File: config.mk
export PLATFORM = sky130hd
export DESIGN_NAME = mips_cpu_control_fsm
export DESIGN_NICKNAME = d
export VERILOG_FILES = /design/src/rtl/mips_cpu_control_fsm.sv
export SDC_FILE = /design/constraint.sdc
export NUM_CORES = 1
export LEC_CHECK = 0
export CAP_MARGIN = 20
export CORE_MARGIN = 2
export CORE_UTILIZATION = 30
export CTS_BUF_LIST = sky130_fd_sc_hd__clkbuf_8
export CTS_CLUSTER_DIAMETER = 120
export DETAILED_ROUTE_END_ITERATION = 8
export GPL_TIMING_DRIVEN = 0
export PLACE_DENSITY = 0.57
export SYNTH_ARGS = -nofsm -noshare
export SYNTH_HDL_FRONTEND = slang
export SYNTH_SLANG_ARGS = --single-unit
File: constraint.sdc
create_clock -name clk -period 2.63 [get_ports clk]
set_input_delay 0.526 -clock clk [delete_from_list [all_inputs] [get_ports clk]]
set_output_delay 0.526 -clock clk [all_outputs]
set_load 0.01 [all_outputs]
File: src/rtl/mips_cpu_control_fsm.sv
// Multi-cycle MIPS control unit.
// Sequences FETCH -> EXEC -> MEM/MULDIV -> commit, tracks the branch delay
// slot, times the multiply/divide unit and stops the core on a jump to 0.
module mips_cpu_control_fsm #(
  parameter int MULT_CYCLES = 4,
  parameter int DIV_CYCLES  = 33,
  parameter int CNT_WIDTH   = 6
) (
  input  logic        clk,
  input  logic        reset,
  input  logic        clk_enable,
  input  logic [31:0] instr_readdata,
  input  logic        instr_waitrequest,
  input  logic        data_waitrequest,
  input  logic [1:0]  addr_low,
  input  logic        is_true,
  input  logic        target_is_zero,
  output logic        active,
  output logic        instr_read,
  output logic        data_read,
  output logic        data_write,
  output logic [3:0]  byte_enable,
  output logic [31:0] ir,
  output logic        pc_write_enable,
  output logic [1:0]  pc_sel,
  output logic        target_latch,
  output logic        reg_write_enable,
  output logic        muldiv_start,
  output logic        hi_lo_write
);

  typedef enum logic [2:0] {
    ST_FETCH  = 3'd0,
    ST_EXEC   = 3'd1,
    ST_MEM    = 3'd2,
    ST_MULDIV = 3'd3,
    ST_HALTED = 3'd4
  } state_t;

  localparam logic [1:0] SZ_BYTE = 2'd0;
  localparam logic [1:0] SZ_HALF = 2'd1;
  localparam logic [1:0] SZ_WORD = 2'd2;

  // Counter reload values: the unit is done when the counter reaches zero.
  localparam logic [CNT_WIDTH-1:0] MULT_LOAD = CNT_WIDTH'(MULT_CYCLES - 1);
  localparam logic [CNT_WIDTH-1:0] DIV_LOAD  = CNT_WIDTH'(DIV_CYCLES - 1);
  localparam logic [CNT_WIDTH-1:0] CNT_ONE   = CNT_WIDTH'(1);
  localparam logic [CNT_WIDTH-1:0] CNT_ZERO  = CNT_WIDTH'(0);

  state_t               state_r;
  logic [31:0]          ir_r;
  logic                 delay_pending_r;
  logic [CNT_WIDTH-1:0] cnt_r;

  logic [5:0] opcode_s;
  logic [5:0] funct_s;
  logic       cls_load_s;
  logic       cls_store_s;
  logic       cls_muldiv_s;
  logic       cls_div_s;
  logic       cls_jump_s;
  logic       cls_branch_s;
  logic       exec_wr_s;
  logic [1:0] mem_size_s;
  logic       run_s;
  logic       commit_s;
  logic       wr_s;
  logic       take_s;
  logic       halt_s;

  // Byte lanes touched by an access of the given size at the given address.
  function automatic logic [3:0] lane_mask(input logic [1:0] size, input logic [1:0] addr);
    logic [3:0] m;
    case (size)
      SZ_BYTE: m = 4'b0001 << addr;
      SZ_HALF: m = addr[1] ? 4'b1100 : 4'b0011;
      default: m = 4'b1111;
    endcase
    return m;
  endfunction

  assign opcode_s = ir_r[31:26];
  assign funct_s  = ir_r[5:0];
  assign ir       = ir_r;
  assign active   = (state_r != ST_HALTED);

  // Classify the latched instruction; unknown opcodes behave as I-type ALU.
  always_comb begin
    cls_load_s   = 1'b0;
    cls_store_s  = 1'b0;
    cls_muldiv_s = 1'b0;
    cls_div_s    = 1'b0;
    cls_jump_s   = 1'b0;
    cls_branch_s = 1'b0;
    exec_wr_s    = 1'b1;
    mem_size_s   = SZ_WORD;
    case (opcode_s)
      6'h00: begin
        case (funct_s)
          6'h08:        begin cls_jump_s = 1'b1; exec_wr_s = 1'b0; end
          6'h09:        cls_jump_s = 1'b1;
          6'h11, 6'h13: exec_wr_s = 1'b0;
          6'h18, 6'h19: begin cls_muldiv_s = 1'b1; exec_wr_s = 1'b0; end
          6'h1a, 6'h1b: begin cls_muldiv_s = 1'b1; cls_div_s = 1'b1; exec_wr_s = 1'b0; end
          default:      exec_wr_s = 1'b1;
        endcase
      end
      // REGIMM: rt[4] selects the linking BLTZAL/BGEZAL forms
      6'h01: begin cls_branch_s = 1'b1; exec_wr_s = ir_r[20] & is_true; end
      6'h02: begin cls_jump_s = 1'b1; exec_wr_s = 1'b0; end
      6'h03: cls_jump_s = 1'b1;
      6'h04, 6'h05, 6'h06, 6'h07: begin cls_branch_s = 1'b1; exec_wr_s = 1'b0; end
      6'h20, 6'h24:        begin cls_load_s = 1'b1; mem_size_s = SZ_BYTE; end
      6'h21, 6'h25:        begin cls_load_s = 1'b1; mem_size_s = SZ_HALF; end
      6'h22, 6'h23, 6'h26: begin cls_load_s = 1'b1; mem_size_s = SZ_WORD; end
      6'h28: begin cls_store_s = 1'b1; exec_wr_s = 1'b0; mem_size_s = SZ_BYTE; end
      6'h29: begin cls_store_s = 1'b1; exec_wr_s = 1'b0; mem_size_s = SZ_HALF; end
      6'h2b: begin cls_store_s = 1'b1; exec_wr_s = 1'b0; mem_size_s = SZ_WORD; end
      default: exec_wr_s = 1'b1;
    endcase
  end

  // Strobes follow the current state and this cycle's bus handshakes so a
  // released waitrequest commits in the same cycle; reset and freeze gate them.
  always_comb begin
    run_s        = clk_enable & reset;
    instr_read   = 1'b0;
    data_read    = 1'b0;
    data_write   = 1'b0;
    byte_enable  = 4'b1111;
    muldiv_start = 1'b0;
    hi_lo_write  = 1'b0;
    commit_s     = 1'b0;
    wr_s         = 1'b0;
    take_s       = 1'b0;
    case (state_r)
      ST_FETCH: instr_read = run_s;
      ST_EXEC: begin
        if (cls_muldiv_s) begin
          muldiv_start = run_s;
        end else if (cls_load_s | cls_store_s) begin
          commit_s = 1'b0;
        end else begin
          commit_s = run_s;
          wr_s     = exec_wr_s;
          take_s   = cls_jump_s | (cls_branch_s & is_true);
        end
      end
      ST_MEM: begin
        data_read   = run_s & cls_load_s;
        data_write  = run_s & cls_store_s;
        byte_enable = lane_mask(mem_size_s, addr_low);
        if (!data_waitrequest) begin
          commit_s = run_s;
          wr_s     = cls_load_s;
        end else begin
          commit_s = 1'b0;
        end
      end
      ST_MULDIV: begin
        if (cnt_r == CNT_ZERO) begin
          commit_s    = run_s;
          hi_lo_write = run_s;
        end else begin
          hi_lo_write = 1'b0;
        end
      end
      ST_HALTED: commit_s = 1'b0;
      default:   commit_s = 1'b0;
    endcase
    pc_write_enable  = commit_s;
    reg_write_enable = commit_s & wr_s;
    // A branch sitting in a delay slot does not re-arm the slot
    target_latch     = commit_s & take_s & ~delay_pending_r;
    pc_sel           = (commit_s & delay_pending_r) ? 2'b01 : 2'b00;
    halt_s           = commit_s & delay_pending_r & target_is_zero;
  end

  // Sequencer state; a commit in any state returns to FETCH or halts.
  always_ff @(posedge clk or negedge reset) begin
    if (!reset) begin
      state_r         <= ST_FETCH;
      ir_r            <= 32'h0000_0000;
      delay_pending_r <= 1'b0;
      cnt_r           <= CNT_ZERO;
    end else if (clk_enable) begin
      case (state_r)
        ST_FETCH: begin
          if (!instr_waitrequest) begin
            ir_r    <= instr_readdata;
            state_r <= ST_EXEC;
          end
        end
        ST_EXEC: begin
          if (cls_muldiv_s) begin
            cnt_r   <= cls_div_s ? DIV_LOAD : MULT_LOAD;
            state_r <= ST_MULDIV;
          end else if (cls_load_s | cls_store_s) begin
            state_r <= ST_MEM;
          end
        end
        ST_MEM: state_r <= ST_MEM;
        ST_MULDIV: begin
          if (cnt_r != CNT_ZERO) begin
            cnt_r <= cnt_r - CNT_ONE;
          end
        end
        ST_HALTED: state_r <= ST_HALTED;
        default:   state_r <= ST_FETCH;
      endcase
      if (commit_s) begin
        state_r         <= halt_s ? ST_HALTED : ST_FETCH;
        delay_pending_r <= ~delay_pending_r & take_s;
      end
    end
  end

endmodule

==> results.md, run 1 <==
* Fin crit share at 97.3%
* Dominant cells by area after synthesis: dfrtp_1 48%, mux2_2 17%, o21ai_0 2.9%, nand2_1 2.2%, nand3b_1 2.0%
* Pwr Density at 1050 mW/mm²
* Post-Synthesis Cells at 198
* Hold Buf Count CTS at 0
* Synthesized flop and latch total at 42
* Int Power at approximately 2.4 mW
* CP Data Arrival Time at 2.03 ns
* Main flop type after synthesis: dfrtp_1
* Clk pwr share at 13.6%
* H-tree depth at 2
* Async SR Flop Fraction at 100%
* Average size of a mapped cell at 11.1 µm²
* Max-cap check violation count at 0
* Clock Sinks at between 40 and 50
* Detailed placement HPWL at ~4300 µm
* Rel. slew slack at 52.2%
* Logic pwr share at approximately 54%
* Ant. Diodes at 0
* Worst hold path type: in2async
* Syn Nets at 241
* Cell taking the most area after synthesis: dfrtp_1
* DRT Pass-1 Iters at 4
* Placer Congestion at 0.851
* First DRT Iteration DRCs at 87
* Final net count at approximately 350
* CP max stage cell: dfrtp_1
* WHS at 0.124 ns
* Worst Skew at 0.0104 ns
* Tmin final at 2.56 ns
* Initial antenna violation count at 0
* Share of cells above drive strength 1 at between 20 and 30%
* Sw Pwr at 1.33 mW
* Starting Density at 30.8%
* Avg WL per Cell at about 15 µm
* Clock-pin transition on the worst setup and hold timing paths at 0.09 ns
* DP Cell Count at 384
* Post-Route WL at roughly 5900 µm
* First-pass GRT wire length at 9680 µm
* Final ANT Viol Nets at 0
* P_leak at 1.47 nW
* IO Pins at 88
* RSZ-0062 raised after global routing: no
* DR DRC count at 0
* Reg power frac at 32.6%
* Post-synthesis cell type count at 46
* Maximum VDD drop at 0.000423 V
* Worst Setup Path Type: reg2out
* Worst-path fanout max at 4
* Status: finished, final reports clean
* Type of origin of the critical path: register
* Non-Filler Instances at between 400 and 500
* Die span in x at between 80 and 90 µm
* Number of synthesis warnings at 0
* I/O Buffers at 86
* Number of buffers and inverters on the critical path at 1
* Sw Share at 36.1%
* CTS Root Buffer Type: clkbuf_8
* Core Area at 0.00718 mm²
* Gr usage total at 14.7%
* Final Setup Violations at 0
* CP max stage delay at 0.40 ns
* Metal3 WL at 387 µm
* WL met2 at roughly 2700 µm
* Grt total ovfl at 0
* Worst slew pin tran at 0.711 ns
* Top delay family on crit path: compound AO/OA/AOI/OAI gates
* # rows at 31
* M1 wire length at ~2700 µm
* Top cell type's share of synthesized area at 47.6%
* Cts bufs inserted at 5
* Vias per std cell at 4.86
* Vias in the first global route at between 1.5k and 2k
* Clk buf depth at 2
* Mapped Area at 0.00221 mm²
* Maximum clock frequency at approximately 390 MHz
* Largest net degree at the start of global routing at 28
* EDFF count, synth at 0
* Crit end category: primary output
* CP required at 2.10 ns
* Final hold violation count at 0
* Worst-skew pair later-pin latency at about 0.3 ns
* Number of fill cells at 672
* Highest metal used: met4
* Die H at about 90 µm
* Clock tree from TritonCTS: done
* CP Cell Sequence: mux2_2 -> a221o_1 -> and3_4 -> o2111a_1 -> dlygate4sd2_1
* DR vias at 1959
* Final Max Tran Viols at 0
* Sum Neg Setup Slack at 0 ns
* Post-synthesis sequential area ratio at 47.6%
* Die ar. at 0.00806 mm²
* P&R area growth vs syn at 60.0%
## placed cells by master, fill, tap and decap left out, drive strengths merged, types with 7 or more instances in the layout
cell	netlist	layout
clkdlybuf4s50	0	77
dfrtp	42	42
mux2	33	33
buf	10	24
o21ai	13	13
nand2	13	13
nor2	10	10
inv	6	8
clkbuf	2	8
nor3	7	7
## state kept, by name (all words and copies together) (netlist names)
name,count
ir,32
cnt_r,6
delay_pending_r,1
state_r,3
## cells by family (layout without fill, tap and decap cells)
logic type / after synthesis / count (layout) / synth area share [%]
simple gates: 64 / 64 / 17.3
flops: 42 / 42 / 47.6
compound gates: 37 / 37 / 12.1
mux: 34 / 34 / 17.3
buf+inv: 18 / 124 / 4.31
fa+ha+maj: 2 / 2 / 1.13
other cells: 1 / 1 / 0.170
## Yosys cell counts (all sizes together) (2+ instances only)
library cell  number
nand3b             6
nor3               7
ha                 2
nand2             13
o221ai             4
o21ai             13
o2111a             2
dfrtp             42
a21oi              4
buf               10
nand3              2
a31oi              2
nand2b             4
a211o              3
nor2b              3
nor4               4
nor2              10
clkbuf             2
mux2              33
and3               2
inv                6
and2               2
nor3b              6
## path summary, 6_finish.rpt
path	from	to	slack [ns]	cells past startpoint
max in group asynchronous	reset	ir[10]$_DFFE_PN0P_	2.06	2
hold / removal	reset	cnt_r[2]$_DFFE_PN0P_	0.12	1
setup reg to reg	state_r[2]$_DFFE_PN0P_	ir[29]$_DFFE_PN0P_	0.44	5
min in group clk	ir[21]$_DFFE_PN0P_	ir[21]$_DFFE_PN0P_	0.51	1
hold reg to reg	ir[21]$_DFFE_PN0P_	ir[21]$_DFFE_PN0P_	0.51	1
setup / recovery	ir[26]$_DFFE_PN0P_	target_latch	0.07	5
## power by group through the flow
stage          Sequential, mW  Clock, mW  Combinational [mW]
3_5_place_dp             1.24          0                1.75
4_1_cts                  1.21      0.524                1.97
5_1_grt                  1.26      0.554                2.15
6_report                 1.21      0.503                1.99
3_3_place_gp             1.23          0                1.75
2_1_floorplan            1.30          0               0.852
## through the flow
stage                     worst slack (ns)  util [%]  total power, mW  cell area, µm²
after floorplan                      0.419         -             2.16            2210
after global placement               -2.35      44.5             2.97            3190
after detailed placement            -0.253      44.7             2.99            3210
after global routing               0.00392      49.2             3.97            3530
final                               0.0701      49.2             3.70            3530
after CTS                          -0.0530      48.7             3.70            3490
## cell type report
type | count | area, µm² | area share [%]
multi-input cells | 138 | 1190 | 33.7
flip-flops and latches | 42 | 1050 | 29.8
repair buffers | 98 | 955 | 27.0
well taps | 99 | 124 | 3.51
plain buffers | 12 | 78.8 | 2.23
clock buffers | 5 | 68.8 | 1.95
clock inverters | 3 | 37.5 | 1.06
inverters | 6 | 22.5 | 0.638
## repair_timing
item | in CTS | in global routing
buffers inserted | 10 | 1
hold endpoints to repair | 0 | 0
resized for setup | 31 | 13
pin swaps | 5 | 4
setup endpoints to repair | 9 | 10
## per-layer routing
metal,vias to the layer above,GRT usage [%]
li1,939,-
met1,958,19.6
met2,58,22.9
met3,4,5.03
met4,0,4.23
met5,-,0
No activity file was read; power rests on OpenSTA's default activity.
==> run 2, diff against run 1 <==
--- a/config.mk
+++ b/config.mk
@@ -6,13 +6,16 @@
 export NUM_CORES = 1
 export LEC_CHECK = 0
 export CAP_MARGIN = 20
+export CELL_PAD_IN_SITES_DETAIL_PLACEMENT = 1
+export CELL_PAD_IN_SITES_GLOBAL_PLACEMENT = 2
 export CORE_MARGIN = 2
-export CORE_UTILIZATION = 30
+export CORE_UTILIZATION = 27
 export CTS_BUF_LIST = sky130_fd_sc_hd__clkbuf_8
 export CTS_CLUSTER_DIAMETER = 120
 export DETAILED_ROUTE_END_ITERATION = 8
+export GPL_ROUTABILITY_DRIVEN = 0
 export GPL_TIMING_DRIVEN = 0
-export PLACE_DENSITY = 0.57
+export PLACE_DENSITY = 0.8
 export SYNTH_ARGS = -nofsm -noshare
 export SYNTH_HDL_FRONTEND = slang
 export SYNTH_SLANG_ARGS = --single-unit
==> constraint.sdc (replaced) <==
create_clock -name clk -period 2.63 [get_ports clk]
set_input_delay 0.789 -clock clk [delete_from_list [all_inputs] [get_ports clk]]
set_output_delay 0.789 -clock clk [all_outputs]
set_load 0.01 [all_outputs]
==> results.md, run 2 (synthesis results as in run 1) <==
* Sw Share at 37.6% (was 36.1%)
* Power, Total at 3.88 mW (was 3.70 mW)
* Die ar. at 0.00891 mm² (was 0.00806 mm²)
* Tmin final at 2.83 ns (was 2.56 ns)
* # rows at 32 (was 31)
* DR vias at 2079 (was 1959)
* Number of buffers and inverters on the critical path at 4 (was 1)
* Clock-pin transition on the worst setup and hold timing paths at 0.09 ns (about the same)
* First DRT Iteration DRCs at 48 (was 87)
* Final hold violation count at 0 (unchanged)
* Worst-path fanout max at 4 (unchanged)
* Reg2reg path depth at 16 (was 5)
* CTS Root Buffer Type: clkbuf_8 (unchanged)
* Logic pwr share at 57.6% (was 53.8%)
* Crit end category: primary output (unchanged)
* CP max stage delay at 0.39 ns (was 0.40 ns)
* First-pass GRT wire length at 11000 µm (was 9680 µm)
* Clock tree from TritonCTS: done (unchanged)
* Initial antenna violation count at 0 (unchanged)
* CP max stage cell: dfrtp_1 (unchanged)
* Vias in the first global route at 2203 (was 1966)
* Worst setup margin at -0.202 ns (was 0.0701 ns)
* DRT Pass-1 Iters at 4 (unchanged)
* Die span in x at 94.4 µm (was 89.8 µm)
* Crit path from: ir[27]$_DFFE_PN0P_ (was ir[26]$_DFFE_PN0P_)
* Clk buf depth at 2 (unchanged)
* Reg power frac at 31.6% (was 32.6%)
* Vias per std cell at 4.87 (was 4.86)
* Detailed placement HPWL at 4790 µm (was 4270 µm)
* Maximum clock frequency at 353 MHz (was 391 MHz)
* Starting Density at 28.3% (was 30.8%)
* Top delay family on crit path: simple AND/OR/NAND/NOR gates (was compound AO/OA/AOI/OAI gates)
* Int Power at 2.42 mW (was 2.36 mW)
* CP Cell Sequence: buf_6 -> nor4_4 -> nand3_2 -> buf_6 -> buf_6 -> a31oi_4 -> nor2_4 -> and2_1 -> buf_2 (was mux2_2 -> a221o_1 -> and3_4 -> o2111a_1 -> dlygate4sd2_1)
* Worst-skew pair later-pin latency at 0.30 ns (about the same)
* Max-cap check violation count at 0 (unchanged)
* DR DRC count at 0 (unchanged)
* WHS at 0.336 ns (was 0.124 ns)
* Gr usage total at 15.9% (was 14.7%)
* RSZ-0062 raised after global routing: yes (was no)
* I/O Buffers at 86 (unchanged)
* Grt total ovfl at 0 (unchanged)
* Ant. Diodes at 0 (unchanged)
* Share of cells above drive strength 1 at 39.4% (was 29.3%)
* CP most frequent cell: buf_6
* Final Setup Violations at 5 (was 0)
* P_leak at 1.55 nW (was 1.47 nW)
* Worst slew pin tran at 0.752 ns (was 0.711 ns)
* Final ANT Viol Nets at 0 (unchanged)
* Status: complete, but fails checks (was finished, final reports clean)
* Avg WL per Cell at 16.3 µm (was 14.6 µm)
* P&R area growth vs syn at 70.5% (was 60.0%)
* Cts bufs inserted at 5 (unchanged)
* Die H at 94.4 µm (was 89.8 µm)
* Maximum VDD drop at 0.000397 V (was 0.000423 V)
* Clk pwr share at 10.8% (was 13.6%)
* Type of origin of the critical path: register (unchanged)
* Pre-CTS WS at -0.860 ns (was -0.253 ns)
* Rel. slew slack at 49.5% (was 52.2%)
* H-tree depth at 2 (unchanged)
* Clock Sinks at 42 (unchanged)
* Number of fill cells at 861 (was 672)
* Critical path depth at 9 (was 5)
* Final Max Tran Viols at 0 (unchanged)
* Worst R2R End: state_r[0]$_DFFE_PN0P_ (was ir[29]$_DFFE_PN0P_)
* IO Pins at 88 (unchanged)
* Sw Pwr at 1.46 mW (was 1.33 mW)
* Largest net degree at the start of global routing at 34 (was 28)
* Failing checks: negative setup slack
* Fin crit share at 108% (was 97.3%)
* Commonest cells after routing, fill and taps aside: 69 x clkdlybuf4s50_1, 39 x dfrtp_1, 32 x mux2_2 (was 77 x clkdlybuf4s50_1, 40 x dfrtp_1, 33 x mux2_2)
* Number of flip-flops in the largest register at 32 (unchanged)
* Post-Route WL at 6980 µm (was 5880 µm)
* Internal reg-to-reg setup slack at 0.03 ns (was 0.44 ns)
* CP required at 1.84 ns (was 2.10 ns)
* Critical R2R Launch: ir[27]$_DFFE_PN0P_ (was state_r[2]$_DFFE_PN0P_)
* Worst Setup Path Type: reg2out (unchanged)
* CP Data Arrival Time at 2.04 ns (was 2.03 ns)
* Core Area at 0.00781 mm² (was 0.00718 mm²)
* Worst hold path type: in2async (unchanged)
* Worst Skew at 0.00891 ns (was 0.0104 ns)
* Final net count at 368 (was 346)
* Most common cell after layout, fill and taps aside: clkdlybuf4s50_1 (unchanged)
* Non-Filler Instances at 427 (was 403)
* DP Cell Count at 387 (was 384)
* Pwr Density at 1030 mW/mm² (was 1050 mW/mm²)
* Hold Buf Count CTS at 0 (unchanged)
run 2: final cells by class:
| type | count | area [µm²] | area share (%) |
|---|---|---|---|
| multi-input cells | 138 | 1250 | 33.1 |
| repair buffers | 120 | 1130 | 30.2 |
| flip-flops and latches | 42 | 1050 | 28.0 |
| well taps | 102 | 128 | 3.39 |
| plain buffers | 12 | 93.8 | 2.49 |
| clock buffers | 5 | 68.8 | 1.83 |
| inverters | 6 | 22.5 | 0.598 |
| clock inverters | 2 | 15.0 | 0.399 |
run 2: power by group through the flow:
stage	sequential, mW	combinational (mW)	clock (mW)
after floorplan	1.30	0.852	0
after global placement	1.22	1.76	0
after detailed placement	1.24	1.79	0
after CTS	1.23	2.10	0.440
after global routing	1.28	2.42	0.459
final	1.23	2.24	0.420
run 2: timing repair:
| action | in CTS | in global routing |
|---|---|---|
| buffers inserted | 25 | 9 |
| resized for setup | 70 | 39 |
| gates cloned | 0 | 0 |
| pin swaps | 13 | 11 |
| setup endpoints to repair | 33 | 13 |
run 2: per-stage QoR:
| step | setup TNS [ns] | area, µm² | util (%) |
|---|---|---|---|
| floorplan | 0 | 2210 | - |
| global placement | -63.50 | 3200 | 40.9 |
| detailed placement | -16.41 | 3210 | 41.1 |
| CTS | -0.541 | 3630 | 46.4 |
| global route | -1.22 | 3760 | 48.2 |
| finish | -0.643 | 3760 | 48.2 |
run 2: routing by layer:
metal,global-route usage [%],vias up,wire (µm)
li1,-,973,-
met5,0,-,0
met1,19.1,1043,2930
met3,4.63,7,484
met4,4.71,0,86
met2,27.4,56,3480
run 2: worst max-delay path by stage:
stage | to | slack [ns]
5_1_grt | pc_sel[0] | -0.29
3_3_place_gp | hi_lo_write | -2.87
2_1_floorplan | pc_sel[0] | 0.16
6_report | pc_sel[0] | -0.20
3_5_place_dp | hi_lo_write | -0.86
4_1_cts | state_r[0]$_DFFE_PN0P_ | -0.20
==> run 3, diff against run 2 <==
==> constraint.sdc (replaced) <==
create_clock -name clk -period 2.63 [get_ports clk]
set_input_delay 0.263 -clock clk [delete_from_list [all_inputs] [get_ports clk]]
set_output_delay 0.263 -clock clk [all_outputs]
set_load 0.01 [all_outputs]
==> results.md, run 3 (synthesis results as in run 1) <==
* I/O Buffers at 86 (unchanged)
* Number of fill cells at 886 (was 861)
* Rel. slew slack at 50.0% (was 49.5%)
* Clock Sinks at 42 (unchanged)
* Multi-input gate area at 0.00115 mm² (was 0.00125 mm²)
* CTS Root Buffer Type: clkbuf_8 (unchanged)
* # rows at 32 (unchanged)
* Worst Setup EP: reg_write_enable (was pc_sel[0])
* Final net count at 341 (was 368)
* Detailed placement HPWL at 4790 µm (unchanged)
* Non-Filler Instances at 400 (was 427)
* DP Cell Count at 387 (unchanged)
* Fin crit share at 96.3% (was 108%)
* H-tree depth at 2 (unchanged)
* CP max stage delay at 0.50 ns (was 0.39 ns)
* First DRT Iteration DRCs at 43 (was 48)
* Gr usage total at 14.8% (was 15.9%)
* CP required at 2.37 ns (was 1.84 ns)
* Internal reg-to-reg setup slack at 0.42 ns (was 0.03 ns)
* Pwr Density at 1040 mW/mm² (was 1030 mW/mm²)
* Clock tree from TritonCTS: done (unchanged)
* Grt total ovfl at 0 (unchanged)
* Most common cell after layout, fill and taps aside: clkdlybuf4s50_1 (unchanged)
* Worst Skew at 0.0149 ns (was 0.00891 ns)
* Vias per std cell at 4.92 (was 4.87)
* Die span in x at 94.4 µm (unchanged)
* Worst R2R End: ir[28]$_DFFE_PN0P_ (was state_r[0]$_DFFE_PN0P_)
* DR vias at 1968 (was 2079)
* P_leak at 1.36 nW (was 1.55 nW)
* Placed cell area at 0.00321 mm² (unchanged)
* Clk buf depth at 2 (unchanged)
* Maximum VDD drop at 0.000397 V (about the same)
* Reg area at 0.00105 mm² (unchanged)
* Max-cap check violation count at 0 (unchanged)
* Worst slew pin tran at 0.744 ns (was 0.752 ns)
* Die ar. at 0.00891 mm² (unchanged)
* Sum Neg Setup Slack at 0 ns (was -0.643 ns)
* Tmin final at 2.53 ns (was 2.83 ns)
* Core Area at 0.00781 mm² (unchanged)
* Die H at 94.4 µm (unchanged)
* Power, Total at 3.58 mW (was 3.88 mW)
* Critical R2R Launch: state_r[2]$_DFFE_PN0P_ (was ir[27]$_DFFE_PN0P_)
* Crit path from: ir[29]$_DFFE_PN0P_ (was ir[27]$_DFFE_PN0P_)
* WHS at 0.510 ns (was 0.336 ns)
* Cts bufs inserted at 5 (unchanged)
* P&R area growth vs syn at 56.1% (was 70.5%)
* Util after Layout at 44.1% (was 48.2%)
* DR DRC count at 0 (unchanged)
* Pre-CTS WS at 0.0712 ns (was -0.860 ns)
* Vias in the first global route at 2117 (was 2203)
* Ant. Diodes at 0 (unchanged)
* Top delay family on crit path: compound AO/OA/AOI/OAI gates (was simple AND/OR/NAND/NOR gates)
* Final ANT Viol Nets at 0 (unchanged)
* Post-Route WL at 6390 µm (was 6980 µm)
* CP Cell Sequence: mux2_2 -> a221o_1 -> and3_4 -> o21ai_0 -> a21oi_1 -> clkdlybuf4s50_1 (was buf_6 -> nor4_4 -> nand3_2 -> buf_6 -> buf_6 -> a31oi_4 -> nor2_4 -> and2_1 -> buf_2)
* Number of flip-flops in the largest register at 32 (unchanged)
* Final Max Tran Viols at 0 (unchanged)
* Final Setup Violations at 0 (was 5)
* First-pass GRT wire length at 10300 µm (was 11000 µm)
* CP max stage cell: clkdlybuf4s50_1 (was dfrtp_1)
* Share of cells above drive strength 1 at 25.5% (was 39.4%)
* Commonest cells after routing, fill and taps aside: 84 x clkdlybuf4s50_1, 39 x dfrtp_1, 33 x mux2_2 (was 69 x clkdlybuf4s50_1, 39 x dfrtp_1, 32 x mux2_2)
* Starting Density at 28.3% (unchanged)
* Initial antenna violation count at 0 (unchanged)
* Clock-pin transition on the worst setup and hold timing paths at 0.09 ns (about the same)
* Largest net degree at the start of global routing at 34 (unchanged)
* IO Pins at 88 (unchanged)
* Status: finished, final reports clean (was complete, but fails checks)
* Cell area after layout at 0.00345 mm² (was 0.00376 mm²)
* Worst setup margin at 0.0960 ns (was -0.202 ns)
* Avg WL per Cell at 16.0 µm (was 16.3 µm)
* DRT Pass-1 Iters at 4 (unchanged)
* Number of buffers and inverters on the critical path at 1 (was 4)
* Final hold violation count at 0 (unchanged)
* Maximum clock frequency at 395 MHz (was 353 MHz)
* Worst Setup Path Type: reg2out (unchanged)
* Type of origin of the critical path: register (unchanged)
* Worst-skew pair later-pin latency at 0.30 ns (about the same)
* Crit end category: primary output (unchanged)
* Reg2reg path depth at 5 (was 16)
* CP Data Arrival Time at 2.27 ns (was 2.04 ns)
* Critical path depth at 6 (was 9)
* Worst hold path type: reg2reg (was in2async)
* Worst-path fanout max at 9 (was 4)
## run 3: cell count changes in the layout (fill, tap and decap cells not counted), moves of 3 or more
| cell | previous run | this run |
|---|---|---|
| nor3b_1 | 1 | 4 |
| buf_2 | 10 | 6 |
| clkbuf_2 | 4 | 1 |
| buf_4 | 21 | 5 |
| clkdlybuf4s50_1 | 69 | 84 |
| buf_6 | 20 | 2 |
| dlygate4sd2_1 | 3 | 0 |
## run 3: worst min-delay path by stage
stage	end	cells past startpoint	slack (ns)	from
finish	ir[16]$_DFFE_PN0P_	1	0.51	ir[16]$_DFFE_PN0P_
global route	ir[6]$_DFFE_PN0P_	1	0.54	ir[6]$_DFFE_PN0P_
CTS	ir[1]$_DFFE_PN0P_	3	0.51	instr_readdata[1]
detailed placement	cnt_r[4]$_DFFE_PN0P_	1	0.18	reset
global placement	ir[12]$_DFFE_PN0P_	1	0.49	ir[12]$_DFFE_PN0P_
floorplan	cnt_r[0]$_DFFE_PN0P_	0	-0.03	reset
## run 3: area by class of cell
type | count | share of cell area, %
well taps | 102 | 3.70
repair buffers | 93 | 26.9
inverters | 6 | 0.654
clock buffers | 5 | 2.00
multi-input cells | 138 | 33.4
clock inverters | 2 | 0.436
plain buffers | 12 | 2.29
flip-flops and latches | 42 | 30.6
## run 3: per-layer routing
metal  global-route usage (%)  share of wire, %
met1                     18.3                44
met2                     24.9                48
met3                     4.55               6.5
met4                     4.71               1.4
met5                        0                 0
## run 3: worst register-to-register path: cells and delay by family (launching register included)
kind,cells,cell delay (ns)
flops,1,0.36
buf+inv,2,0.57
simple gates,2,0.80
mux,1,0.37
## run 3: timing repair
action / in CTS / in global routing
buffers inserted: 0 / 4
endpoints found under the hold margin: 9 / 0
resized for setup: 8 / 14
pin swaps: 0 / 5
hold buffers: 2 / 0
setup endpoints to repair: 5 / 6
## run 3: where the power goes
group	switching, mW	internal (mW)	total, mW
clock network	0.238	0.182	0.419
logic	0.833	1.08	1.92
registers	0.275	0.966	1.24
total	1.34	2.23	3.58
